$ cat config.mk
export PLATFORM = sky130hd
export DESIGN_NAME = ber_hist_sr
export DESIGN_NICKNAME = d
export VERILOG_FILES = /design/src/rtl/viterbi_pkg.sv /design/src/rtl/ber_hist_sr.sv
export SDC_FILE = /design/constraint.sdc
export NUM_CORES = 1
export LEC_CHECK = 0
export ABC_AREA = 1
export CAP_MARGIN = 15
export CORE_MARGIN = 3
export CORE_UTILIZATION = 35
export DETAILED_ROUTE_END_ITERATION = 10
export HOLD_SLACK_MARGIN = 0.05
export SLEW_MARGIN = 20
export SYNTH_ARGS = -nofsm -noshare
export SYNTH_HDL_FRONTEND = slang
export SYNTH_SLANG_ARGS = --single-unit
export TNS_END_PERCENT = 30
$ cat constraint.sdc
create_clock -name clk -period 1.6 [get_ports clk]
set_clock_uncertainty 0.15 [all_clocks]
set_input_delay 0.32 -clock clk [delete_from_list [all_inputs] [get_ports clk]]
set_output_delay 0.32 -clock clk [all_outputs]
set_load 0.1 [all_outputs]
$ cat src/rtl/viterbi_pkg.sv
// Shared types and default sizing for the tx/rx loopback blocks.
// The width helper keeps counter sizing consistent between the checker and its history buffer.
package viterbi_pkg;

    typedef enum logic [0:0] {
        BER_SEARCH = 1'b0,
        BER_LOCKED = 1'b1
    } ber_state_t;

    localparam int BER_MAX_LAT   = 64;
    localparam int BER_LOCK_LEN  = 32;
    localparam int BER_WIN       = 64;
    localparam int BER_LOSS_ERRS = 8;
    localparam int BER_CNT_W     = 32;
    localparam int BER_LAT_W     = $clog2(BER_MAX_LAT);

    // Bits needed to hold every value 0..max_val inclusive (never less than 1).
    function automatic int ber_cnt_w(input int max_val);
        return (max_val < 2) ? 1 : $clog2(max_val + 1);
    endfunction

endpackage

$ cat src/rtl/ber_hist_sr.sv
// Reference-bit history: DEPTH-deep shift register, saturating fill count and
// a combinational read port hist[rd_idx] (hist[0] = most recent accepted bit).
module ber_hist_sr
    import viterbi_pkg::*;
#(
    parameter int DEPTH  = BER_MAX_LAT,
    parameter int IDX_W  = $clog2(DEPTH),
    parameter int FILL_W = ber_cnt_w(DEPTH)
) (
    input  logic              clk,
    input  logic              rst,
    input  logic              shift_en,
    input  logic              din,
    input  logic [IDX_W-1:0]  rd_idx,
    output logic              rd_bit,
    output logic [FILL_W-1:0] fill
);

    logic [DEPTH-1:0] hist_q;

    always_ff @(posedge clk) begin
        if (rst) begin
            hist_q <= '0;
            fill   <= '0;
        end else if (shift_en) begin
            hist_q <= {hist_q[DEPTH-2:0], din};
            if (fill != FILL_W'(DEPTH)) begin
                fill <= fill + 1'b1;
            end
        end
    end

    // Reads the pre-shift contents, so a same-cycle shift is not visible here.
    assign rd_bit = hist_q[rd_idx];

endmodule

* After elaboration in Yosys (flattened, before gate mapping) *
Index checks and enable logic that the tools add are counted.

word-level totals
  register bits = 71
  output and inout bits = 8
  word-level logic and storage cells = 8

operators by class
  add/subtract/negate cells = 1
  order comparisons = 1
  eq/ne operators = 1
  multiplexer cells = 2
  reductions and logical operators = 1

operator list
  operator                                            number
  adder 7 x 1 -> 7 bit, second input constant         1
  < comparator 6 x 7 -> 1 bit, second input constant  1
  != test 7 bit, second input constant                1
  binary-select mux 1 bit (select 6 bit)              1
  AND reduction 2 bit                                 1
  2-to-1 mux 1 bit                                    1

* Logic depth before layout (Yosys ltp) *
Gate-level depths: netlist of run 1.

  depth after elaboration = 2
  gate-level depth with buffers = 11
  mapped depth without buffers = 9

* Least setup slack after synthesis of run 1 *
Ideal clock, no wire load.

  kind = register -> register
  from = register fill[0]
  to = register fill[5]
  data arrival time = 1.928 ns
  data required time = 1.336 ns
  slack = -0.592 ns
  cell stages (with the launch flop) = 9
  buffers on the path = 0
  period minus slack after synthesis = 2.192 ns
  path through = dfxtp_1 > inv_1 > ha_1 > nand3_1 > nand2_2 > nor2_2 > nand3_1 > nor2_1 > nor2_1

on the way
  cells in the longest elaborated chain, start to end = 2
  elaborated cells between the ends (all ways) = 3
  those cells by class = add/sub: 1; eq/ne: 1; reduce/logical: 1

RTL lines
  what                                                                          RTL line           text
  from (decl)                                                                   ber_hist_sr.sv:16  output logic [FILL_W-1:0] fill
  from (signal assigned)                                                        ber_hist_sr.sv:28  fill <= fill + 1'b1;
  parallel branches: the longest is 2 deep, another holds adder 7 x 1 -> 7 bit  n/a

Parallel ways; which one is timed is not known.
A chain may end at the register's enable or synchronous reset.

* Worst setup path after layout of run 1 *
  from = register hist_q[6]
  to = output rd_bit

on the way
  cells in the longest elaborated chain, start to end = 2

RTL lines
  what                                    RTL line           text
  from (decl)                             ber_hist_sr.sv:19  logic [DEPTH-1:0] hist_q;
  from (signal assigned)                  ber_hist_sr.sv:26  hist_q <= {hist_q[DEPTH-2:0], din};
  binary-select mux 1 bit (select 6 bit)  ber_hist_sr.sv:34  assign rd_bit = hist_q[rd_idx];
  2-to-1 mux 1 bit (not written as such)  ber_hist_sr.sv:34
  to (decl)                               ber_hist_sr.sv:15  output logic rd_bit,

Every way passes these cells. The select of a mux whose other input is x is not followed.

==> results by group, run 1 <==
Synth
  – Basic-gate share of the synthesized area counting and, or, nand and nor cells: 36.0%
  – Synth Cell Area: 3260 sq um
  – Multiplexer fraction of the synthesized cell area: 0%
  – Area fraction in compound gates after synthesis: 11.0%
  – Number of distinct library cells after synthesis: 23
  – Register bit count reported by yosys: 71
  – Xor/xnor cell area share of the yosys netlist: 0.537%
  – Number of synthesis warnings: 0
  – Per-instance average area after synthesis: 6.81 sq um
  – Main area contributors after synthesis: sky130_fd_sc_hd__dfxtp_1 44%, sky130_fd_sc_hd__nor2_1 15%, sky130_fd_sc_hd__o21ai_0 10%
  – Mapped Cells: 479
  – Post-Synth Adder-Cell Area: 0.767%
  – Combinational family with the most area after synthesis: simple AND/OR/NAND/NOR gates
  – Largest area contributor in the synthesized netlist: sky130_fd_sc_hd__dfxtp_1
  – Proportion of netlist area held by the largest area contributor: 43.6%
  – Post-synthesis net count: 491
  – Sequential fraction of the synthesis area: 43.6%

GRT
  – Initial antenna violation count: 0
  – Tot GR Track Use: 17.6%
  – Total congestion overflow after global routing: 0
  – Maximum number of pins on one net before global-route repair: 46
  – Number of global-route vias before repair: 3,224
  – First-pass GRT wire length: 14,800 um

Critical path
  – End of the worst register-to-register path: fill[5]$_SDFFE_PP0P_
  – Crit path from: hist_q[6]$_SDFFE_PP0P_
  – Startpoint kind of the worst setup timing path: flip-flop
  – Classification of the worst setup path: flip-flop to output pin
  – Data arrival time of the worst path: 1.49 ns
  – Worst Path Max Fanout: 2
  – Origin of the critical flop-to-flop path: fill[0]$_SDFFE_PP0P_
  – Reg2reg path depth: 8
  – WP data required: 1.13 ns
  – Minimum setup slack among reg-to-reg paths: 0.16 ns
  – Worst setup path endpoint: rd_bit
  – Nature of the critical path endpoint: output pin

Floorplan
  – Core area: 8890 sq um
  – Vertical die dimension: 103 um
  – Horizontal extent of the die: 103 um
  – Num rows: 34
  – Ports: 18
  – Starting density of the core: 36.7%
  – Area of the die: 10,500 sq um

Status
  – Outcome: finished, violations left
  – Violated checks: negative setup slack

Placement
  – Count of input and output buffers: 17
  – Standard cell area after detailed placement: 4020 sq um
  – RePlAce Congestion: 0.796
  – Final HPWL from detailed placement: 5150 um
  – Worst setup slack before clock tree synthesis: -0.850 ns

Job
  – Count of max-cap constraint violations: 0

STA
  – Final number of hold-violating endpoints: 0
  – Final Max Slew Viols: 0
  – Achievable clock frequency: 0.509 GHz
  – Finish-stage setup viols: 1
  – Actual transition at the worst max-transition pin: 0.265 ns
  – Post-route setup slack: -0.364 ns
  – Setup repair after global routing missed its margin: true
  – Fin crit share: 123%
  – Period minus WS final: 1.96 ns
  – Worst slew margin relative to its limit: 82.3%

Power
  – Total power: 4.20 mW
  – Total power divided by cell area: 941 nW/um^2
  – Combinational cell fraction of total power: 18.0%
  – Net Switching: 1.21 mW
  – Internal power: 2.98 mW
  – Power share of the clock group: 35.5%
  – Leakage component of the power: 1.98 nW
  – Share of total power in sequential cells: 46.5%
  – Switching power as a share of total power: 28.9%
  – Peak supply drop: 0.569 mV

Cells and area
  – Design Area, Final: 4460 sq um
  – Number of nets in the final layout: 559
  – Inserted Diodes: 0
  – Core utilization of the finished layout: 50.2%
  – Share of layout cells above drive strength 1: 31.9%
  – Area growth from synthesis to final layout: 36.7%

CTS
  – Number of levels in the clock H-tree: 3
  – TritonCTS Sinks: 71
  – Clock latency on the worst-skew pair: 0.35 ns
  – CTS Buf Count: 9
  – CTS Hold Buffers Added: 0
  – CTS root buf: sky130_fd_sc_hd__clkbuf_8
  – TritonCTS clock tree: built
  – Clock tree buffer depth: 2
  – Clock slew seen by the registers of the worst setup and hold paths: 0.09 ns

Routing
  – Vias per inst: 4.94
  – Vias: 3,262
  – Initial drt markers: 216
  – DRC violation count after routing: 0
  – Final routed wirelength across all metal layers: 8580 um
  – 1st-pass router iterations: 5
  – ANT nets after route: 0
  – Wire length per cell after detailed routing: 13.0 um

Min path
  – Worst hold-check path type: input pin to flip-flop
## worst min path at each step
stage / from / end / slack, ns / cells past startpoint
4_1_cts: shift_en / hist_q[9]$_SDFFE_PP0P_ / 0.24 / 3
2_1_floorplan: rst / fill[6]$_SDFFE_PP0P_ / 0.23 / 1
5_1_grt: shift_en / hist_q[2]$_SDFFE_PP0P_ / 0.26 / 3
3_3_place_gp: hist_q[63]$_SDFFE_PP0P_ / hist_q[63]$_SDFFE_PP0P_ / 0.34 / 2
3_5_place_dp: hist_q[63]$_SDFFE_PP0P_ / hist_q[63]$_SDFFE_PP0P_ / 0.34 / 2
6_report: shift_en / hist_q[2]$_SDFFE_PP0P_ / 0.25 / 3
## cell type report
type / count / area (sq um)
fillers: 848 / 4430
multi-input cells: 362 / 1670
flip-flops and latches: 71 / 1490
repair buffers: 85 / 843
clock buffers: 10 / 138
well taps: 108 / 135
inverters: 15 / 71.3
clock inverters: 6 / 67.6
repair inverters: 3 / 45.0
## routing by layer
metal	share of wire (%)	wire length [um]	global-route usage (%)	up-vias
li1	-	-	-	1681
met1	46	3930	22.6	1492
met2	47	4050	29.4	79
met3	5.8	494	4.19	10
met4	1.2	99	5.65	0
met5	0	0	0	-
## metrics by stage
step	hold WS, ns	cells	TNS (ns)
2_1_floorplan	0.229	479	-0.145
3_3_place_gp	0.340	635	-0.819
3_5_place_dp	0.344	635	-0.850
4_1_cts	0.240	658	-0.392
5_1_grt	0.262	660	-0.451
6_report	0.253	660	-0.364
## synthesized netlist by cell type (all sizes together)
cell type / number
dfxtp: 71
ha: 2
nor3b: 1
inv: 15
nand3: 58
o21ai: 68
clkbuf: 11
buf: 20
a21oi: 4
nor2: 133
and3: 2
nand2: 91
nor3: 1
xor2: 2
## state kept, by name (all words and copies together) (netlist names)
name,count
hist_q,64
fill,7
## power by group through the flow
stage | sequential [mW] | combinational, mW | clock (mW)
after floorplan | 2.00 | 0.389 | 0
after global placement | 1.98 | 0.678 | 0
after detailed placement | 1.98 | 0.686 | 0
after CTS | 1.95 | 0.728 | 1.51
after global routing | 1.97 | 0.837 | 1.59
final | 1.95 | 0.755 | 1.49
## cell families (layout without fill, tap and decap cells)
family                   Yosys count  after routing
AO/OA/AOI/OAI                     72             72
XOR/XNOR                           2              2
adder cells (fa/ha/maj)            2              2
buffers and inverters             46            119
flip-flops                        71             71
AND/OR/NAND/NOR                  286            286
## critical path, stage by stage, from the launching register on
cell and delay, ns:
sky130_fd_sc_hd__dfxtp_2 0.34, sky130_fd_sc_hd__nand2_1 0.06, sky130_fd_sc_hd__nand3_1 0.09, sky130_fd_sc_hd__nand3_1 0.08, sky130_fd_sc_hd__nand2_2 0.08, sky130_fd_sc_hd__nand2_2 0.06
sky130_fd_sc_hd__nand3_2 0.10, sky130_fd_sc_hd__nand3_4 0.09, sky130_fd_sc_hd__nand2_8 0.07, sky130_fd_sc_hd__buf_12 0.16
## timing repair
action,4_1_cts,5_1_grt
pin swaps,8,20
endpoints found under the hold margin,0,0
cloned,5,0
setup buffers,2,2
gates resized for setup,52,34
setup endpoints to repair,1,2
## cells in the final DEF (no fill, tap or decap)
master and count:
sky130_fd_sc_hd__and3_1 2, sky130_fd_sc_hd__ha_1 2, sky130_fd_sc_hd__nand3_2 7, sky130_fd_sc_hd__buf_4 58, sky130_fd_sc_hd__xor2_1 2, sky130_fd_sc_hd__nand3_4 2
sky130_fd_sc_hd__buf_12 14, sky130_fd_sc_hd__dlygate4sd2_1 1, sky130_fd_sc_hd__bufinv_16 1, sky130_fd_sc_hd__nor2_2 1, sky130_fd_sc_hd__inv_12 2, sky130_fd_sc_hd__dfxtp_2 47
sky130_fd_sc_hd__dlymetal6s2s_1 1, sky130_fd_sc_hd__clkinvlp_4 3, sky130_fd_sc_hd__inv_16 1, sky130_fd_sc_hd__clkdlybuf4s50_1 4, sky130_fd_sc_hd__nor2_1 132, sky130_fd_sc_hd__dfxtp_4 3
sky130_fd_sc_hd__nor3b_1 1, sky130_fd_sc_hd__dfxtp_1 21, sky130_fd_sc_hd__inv_4 2, sky130_fd_sc_hd__nor3_1 1, sky130_fd_sc_hd__nand3_1 49, sky130_fd_sc_hd__nand2_1 80
sky130_fd_sc_hd__buf_2 2, sky130_fd_sc_hd__clkbuf_8 10, sky130_fd_sc_hd__inv_6 2, sky130_fd_sc_hd__inv_2 5, sky130_fd_sc_hd__a21oi_1 4, sky130_fd_sc_hd__nand2_2 9
sky130_fd_sc_hd__nand2_4 1, sky130_fd_sc_hd__nand2_8 1, sky130_fd_sc_hd__o21ai_0 68, sky130_fd_sc_hd__buf_6 5, sky130_fd_sc_hd__inv_1 8
Note: power is estimated with default switching activity, not from simulation.
==> inputs of run 2 (changes only) <==
Settings changed: CORE_UTILIZATION 35 to 50, GPL_ROUTABILITY_DRIVEN from default to 0, PLACE_DENSITY from default to 0.69.
==> results by group, run 2 (same netlist as run 1, synthesis figures left out) <==
Critical path
  – Worst setup path endpoint: rd_bit
  – Cell repeated most along the worst path: sky130_fd_sc_hd__nand2_1
  – Minimum setup slack among reg-to-reg paths: 0.15 ns
  – Worst Path Max Fanout: 3
  – Nature of the critical path endpoint: output pin
  – Reg2reg path depth: 9
  – Delay of the slowest cell on the worst path: 0.35 ns
  – Origin of the critical flop-to-flop path: fill[0]$_SDFFE_PP0P_
  – Data arrival time of the worst path: 1.53 ns
  – Crit path from: hist_q[37]$_SDFFE_PP0P_
  – Startpoint kind of the worst setup timing path: flip-flop
  – End of the worst register-to-register path: fill[5]$_SDFFE_PP0P_
  – WP data required: 1.13 ns
  – Critical path, cell by cell: nand2_1, nand3_1, nand3_1, nand2_1, nand2_1, nand3_2, nand3_4, nand2_8, buf_12
  – Classification of the worst setup path: flip-flop to output pin
  – Slowest cell on the critical path: sky130_fd_sc_hd__dfxtp_2

STA
  – Fin crit share: 125%
  – Achievable clock frequency: 0.500 GHz
  – Final number of hold-violating endpoints: 0
  – Finish-stage setup viols: 1
  – Final Max Slew Viols: 0
  – Worst slew margin relative to its limit: 77.1%
  – Period minus WS final: 2.00 ns
  – Actual transition at the worst max-transition pin: 0.344 ns
  – Setup repair after global routing missed its margin: true
  – Post-route setup slack: -0.399 ns
  – Hold slack: 0.271 ns

Floorplan
  – Starting density of the core: 53.2%
  – Horizontal extent of the die: 86.8 um
  – Vertical die dimension: 86.8 um
  – Core area: 6130 sq um
  – Ports: 18
  – Num rows: 28
  – Area of the die: 7530 sq um

Routing
  – ANT nets after route: 0
  – Vias: 3,287
  – Final routed wirelength across all metal layers: 8260 um
  – Wire length per cell after detailed routing: 13.2 um
  – Initial drt markers: 325
  – DRC violation count after routing: 0
  – 1st-pass router iterations: 5
  – Vias per inst: 5.27

Cells and area
  – Core utilization of the finished layout: 71.0%
  – Non-filler instance count after layout: 624
  – Share of layout cells above drive strength 1: 32.4%
  – Multi-input combinational cell area: 1690 sq um
  – Number of nets in the final layout: 556
  – Most frequent standard cell in the layout excluding fill and tap cells: sky130_fd_sc_hd__nor2_1
  – Number of flip-flops in the largest register: 64
  – Registers with the most flip-flops: hist_q x64, fill x7
  – Commonest cells after routing, fill and taps aside: 132 x sky130_fd_sc_hd__nor2_1, 79 x sky130_fd_sc_hd__nand2_1, 68 x sky130_fd_sc_hd__o21ai_0
  – Layout fillers: 529
  – Area growth from synthesis to final layout: 33.4%
  – Register name with the most flops: hist_q
  – Register area: 1490 sq um
  – Inserted Diodes: 0

GRT
  – Initial antenna violation count: 0
  – Number of global-route vias before repair: 2,971
  – Tot GR Track Use: 23.2%
  – Total congestion overflow after global routing: 0
  – First-pass GRT wire length: 14,000 um
  – Maximum number of pins on one net before global-route repair: 41

CTS
  – Number of levels in the clock H-tree: 3
  – Clock slew seen by the registers of the worst setup and hold paths: 0.07 ns
  – Clock latency on the worst-skew pair: 0.35 ns
  – CTS root buf: sky130_fd_sc_hd__clkbuf_8
  – Clock tree buffer depth: 2
  – CTS Hold Buffers Added: 0
  – TritonCTS Sinks: 71
  – TritonCTS clock tree: built
  – CTS Buf Count: 9

Power
  – Leakage component of the power: 1.95 nW
  – Peak supply drop: 0.755 mV
  – Total power: 3.97 mW
  – Total power divided by cell area: 911 nW/um^2

Placement
  – Number of placed cells counting well taps: 598
  – Count of input and output buffers: 17
  – Final HPWL from detailed placement: 4890 um

Status
  – Outcome: finished, violations left
  – Violated checks: negative setup slack

Min path
  – Worst hold-check path type: input pin to flip-flop

Job
  – Count of max-cap constraint violations: 0
==> run 2: how the worst min path moves through the flow <==
stage                            startpoint                       to  slack [ns]  cells after the start
floorplan                               rst     fill[6]$_SDFFE_PP0P_        0.23                      1
global placement    hist_q[63]$_SDFFE_PP0P_  hist_q[63]$_SDFFE_PP0P_        0.33                      2
detailed placement  hist_q[28]$_SDFFE_PP0P_  hist_q[29]$_SDFFE_PP0P_        0.35                      2
CTS                                shift_en  hist_q[41]$_SDFFE_PP0P_        0.26                      3
global route                       shift_en  hist_q[41]$_SDFFE_PP0P_        0.28                      3
finish                             shift_en  hist_q[42]$_SDFFE_PP0P_        0.27                      3
==> run 2: per-stage QoR <==
step           TNS, ns  setup slack [ns]  instance area (sq um)
2_1_floorplan   -0.145            -0.140                   3310
3_3_place_gp    -0.797            -0.797                   3920
3_5_place_dp    -0.828            -0.828                   3920
4_1_cts         -0.393            -0.393                   4240
5_1_grt         -0.468            -0.468                   4350
6_report        -0.399            -0.399                   4350
==> run 2: layout make-up <==
cell class              count  area share (%)
multi-input cells         362            38.8
flip-flops and latches     71            34.3
repair buffers             81            18.1
clock buffers              10            3.16
well taps                  75            2.16
inverters                  15            1.64
repair inverters            4            1.06
clock inverters             6           0.833
==> run 2: critical path, delay by kind of cell, from the launching register on <==
kind / cells / cell delay, ns
simple gates: 8 / 0.67
buf+inv: 1 / 0.16
flops: 1 / 0.35
==> run 2: what timing repair did <==
action | CTS | global route
pin swaps | 10 | 24
setup endpoints to repair | 1 | 2
setup buffers | 2 | 2
cloned | 6 | 0
gates resized for setup | 60 | 34
==> run 2: report_power, final <==
group | switching [mW] | internal [mW] | total (mW)
Clock | 0.677 | 0.596 | 1.27
Sequential | 0.0718 | 1.88 | 1.96
Combinational | 0.417 | 0.319 | 0.736
Total | 1.17 | 2.80 | 3.97
==> run 2: metal layers <==
layer  track usage (%)  vias to the layer above  share of wire [%]
met5                 0                        -                  0
met2              37.3                       90                 47
met4              5.95                        0                1.5
li1                  -                     1680                  -
met1              30.9                     1504                 46
met3              6.18                       13                5.4
==> inputs of run 3 (changes only) <==
Settings changed: SETUP_SLACK_MARGIN from default to 0.5, SKIP_LAST_GASP from default to 1.
==> results by group, run 3 (same netlist as run 1, synthesis figures left out) <==
Floorplan
  – Starting density of the core: 53.2%
  – Core area: 6130 sq um
  – Vertical die dimension: 86.8 um
  – Ports: 18
  – Horizontal extent of the die: 86.8 um
  – Num rows: 28
  – Area of the die: 7530 sq um

Cells and area
  – Registers with the most flip-flops: hist_q x64, fill x7
  – Core utilization of the finished layout: 78.8%
  – Inserted Diodes: 0
  – Number of flip-flops in the largest register: 64
  – Number of nets in the final layout: 575
  – Share of layout cells above drive strength 1: 39.3%
  – Area growth from synthesis to final layout: 48.0%
  – Design Area, Final: 4830 sq um
  – Most frequent standard cell in the layout excluding fill and tap cells: sky130_fd_sc_hd__nor2_1
  – Register name with the most flops: hist_q
  – Commonest cells after routing, fill and taps aside: 130 x sky130_fd_sc_hd__nor2_1, 70 x sky130_fd_sc_hd__nand2_1, 66 x sky130_fd_sc_hd__buf_4

Routing
  – Final routed wirelength across all metal layers: 9360 um
  – DRC violation count after routing: 0
  – 1st-pass router iterations: 5
  – Vias per inst: 5.41
  – ANT nets after route: 0
  – Initial drt markers: 248
  – Wire length per cell after detailed routing: 14.5 um
  – Vias: 3,479

GRT
  – Maximum number of pins on one net before global-route repair: 43
  – Total congestion overflow after global routing: 0
  – Most Crowded Layer GR: met2
  – First-pass GRT wire length: 15,000 um
  – Initial antenna violation count: 0
  – GR Layer Usage met3: 8.27%
  – GRT met1 Usage: 31.2%
  – Met2 capacity usage during global routing: 41.5%
  – Tot GR Track Use: 25.3%
  – Number of global-route vias before repair: 3,211

STA
  – Fin crit share: 127%
  – Period minus WS final: 2.03 ns
  – Achievable clock frequency: 0.494 GHz
  – Actual transition at the worst max-transition pin: 0.252 ns
  – Worst slew margin relative to its limit: 83.2%
  – Finish-stage setup viols: 1
  – Post-route setup slack: -0.426 ns
  – Setup repair after global routing missed its margin: true
  – Final number of hold-violating endpoints: 0
  – Hold slack: 0.271 ns
  – Final Max Slew Viols: 0

CTS
  – Clock tree buffer depth: 2
  – Clock slew seen by the registers of the worst setup and hold paths: 0.07 ns
  – TritonCTS clock tree: built
  – CTS root buf: sky130_fd_sc_hd__clkbuf_8
  – Clock latency on the worst-skew pair: 0.36 ns
  – CTS Buf Count: 9
  – TritonCTS Sinks: 71
  – CTS Hold Buffers Added: 0
  – Number of levels in the clock H-tree: 3

Power
  – Internal power: 2.89 mW
  – Net Switching: 1.24 mW
  – Total power: 4.13 mW
  – Peak supply drop: 0.631 mV
  – Power share of the clock group: 31.7%
  – Total power divided by cell area: 856 nW/um^2
  – Switching power as a share of total power: 30.1%
  – Share of total power in sequential cells: 47.3%
  – Combinational cell fraction of total power: 21.0%
  – Leakage component of the power: 2.17 nW

Status
  – Violated checks: negative setup slack
  – Outcome: finished, violations left

Critical path
  – Startpoint kind of the worst setup timing path: input pin
  – Data arrival time of the worst path: 1.56 ns
  – Classification of the worst setup path: input pin to output pin
  – WP data required: 1.13 ns
  – Nature of the critical path endpoint: output pin
  – Worst Path Max Fanout: 7

Job
  – Count of max-cap constraint violations: 0

Placement
  – Count of input and output buffers: 17
  – Final HPWL from detailed placement: 5210 um
  – Worst setup slack before clock tree synthesis: -0.843 ns
  – Standard cell area after detailed placement: 4060 sq um

Min path
  – Worst hold-check path type: input pin to flip-flop
-- run 3: power groups by stage --
stage,registers [mW],logic (mW),clock network (mW)
after floorplan,2.00,0.399,0
after global placement,1.98,0.679,0
after detailed placement,1.98,0.695,0
after CTS,1.94,0.794,1.34
after global routing,1.97,0.953,1.42
final,1.96,0.870,1.31
-- run 3: worst paths after layout --
kind / from / slack [ns] / end / cells past startpoint
max: rd_idx[0] / -0.43 / rd_bit / 12
min: rst / 0.27 / fill[4]$_SDFFE_PP0P_ / 3
max reg2reg: fill[0]$_SDFFE_PP0P_ / 0.17 / fill[2]$_SDFFE_PP0P_ / 8
min reg2reg: hist_q[46]$_SDFFE_PP0P_ / 0.35 / hist_q[47]$_SDFFE_PP0P_ / 2
-- run 3: area by class of cell --
class / instances / area, sq um
multi-input cells: 362 / 1840
flip-flops and latches: 71 / 1500
fillers: 389 / 1300
repair buffers: 101 / 1090
clock buffers: 10 / 138
well taps: 75 / 93.8
inverters: 15 / 90.1
clock inverters: 6 / 43.8
repair inverters: 3 / 37.5
-- run 3: layer usage --
| metal | vias up | wire length, um |
|---|---|---|
| met1 | 1630 | 3930 |
| li1 | 1716 | - |
| met3 | 23 | 509 |
| met2 | 110 | 4700 |
| met5 | - | 0 |
| met4 | 0 | 215 |
-- run 3: metrics by stage --
stage,setup TNS [ns],instances
4_1_cts,-0.421,636
3_5_place_dp,-0.843,602
3_3_place_gp,-0.789,602
5_1_grt,-0.493,643
2_1_floorplan,-0.140,479
6_report,-0.426,643
-- run 3: repair_timing --
action / in CTS / in global routing
resized for setup: 57 / 67
setup buffers: 13 / 5
setup endpoints to repair: 79 / 15
pin swaps: 13 / 24
cloned: 5 / 2
-- run 3: critical path, cell delays in order --
cell and delay (ns):
sky130_fd_sc_hd__buf_8 0.09, sky130_fd_sc_hd__buf_12 0.17, sky130_fd_sc_hd__clkbuf_16 0.16, sky130_fd_sc_hd__nand2_1 0.05
sky130_fd_sc_hd__nand3_1 0.07, sky130_fd_sc_hd__nand3_1 0.08, sky130_fd_sc_hd__nand2_1 0.08, sky130_fd_sc_hd__nand2_1 0.07
sky130_fd_sc_hd__nand3_2 0.10, sky130_fd_sc_hd__nand3_4 0.10, sky130_fd_sc_hd__nand2_8 0.09, sky130_fd_sc_hd__buf_12 0.17
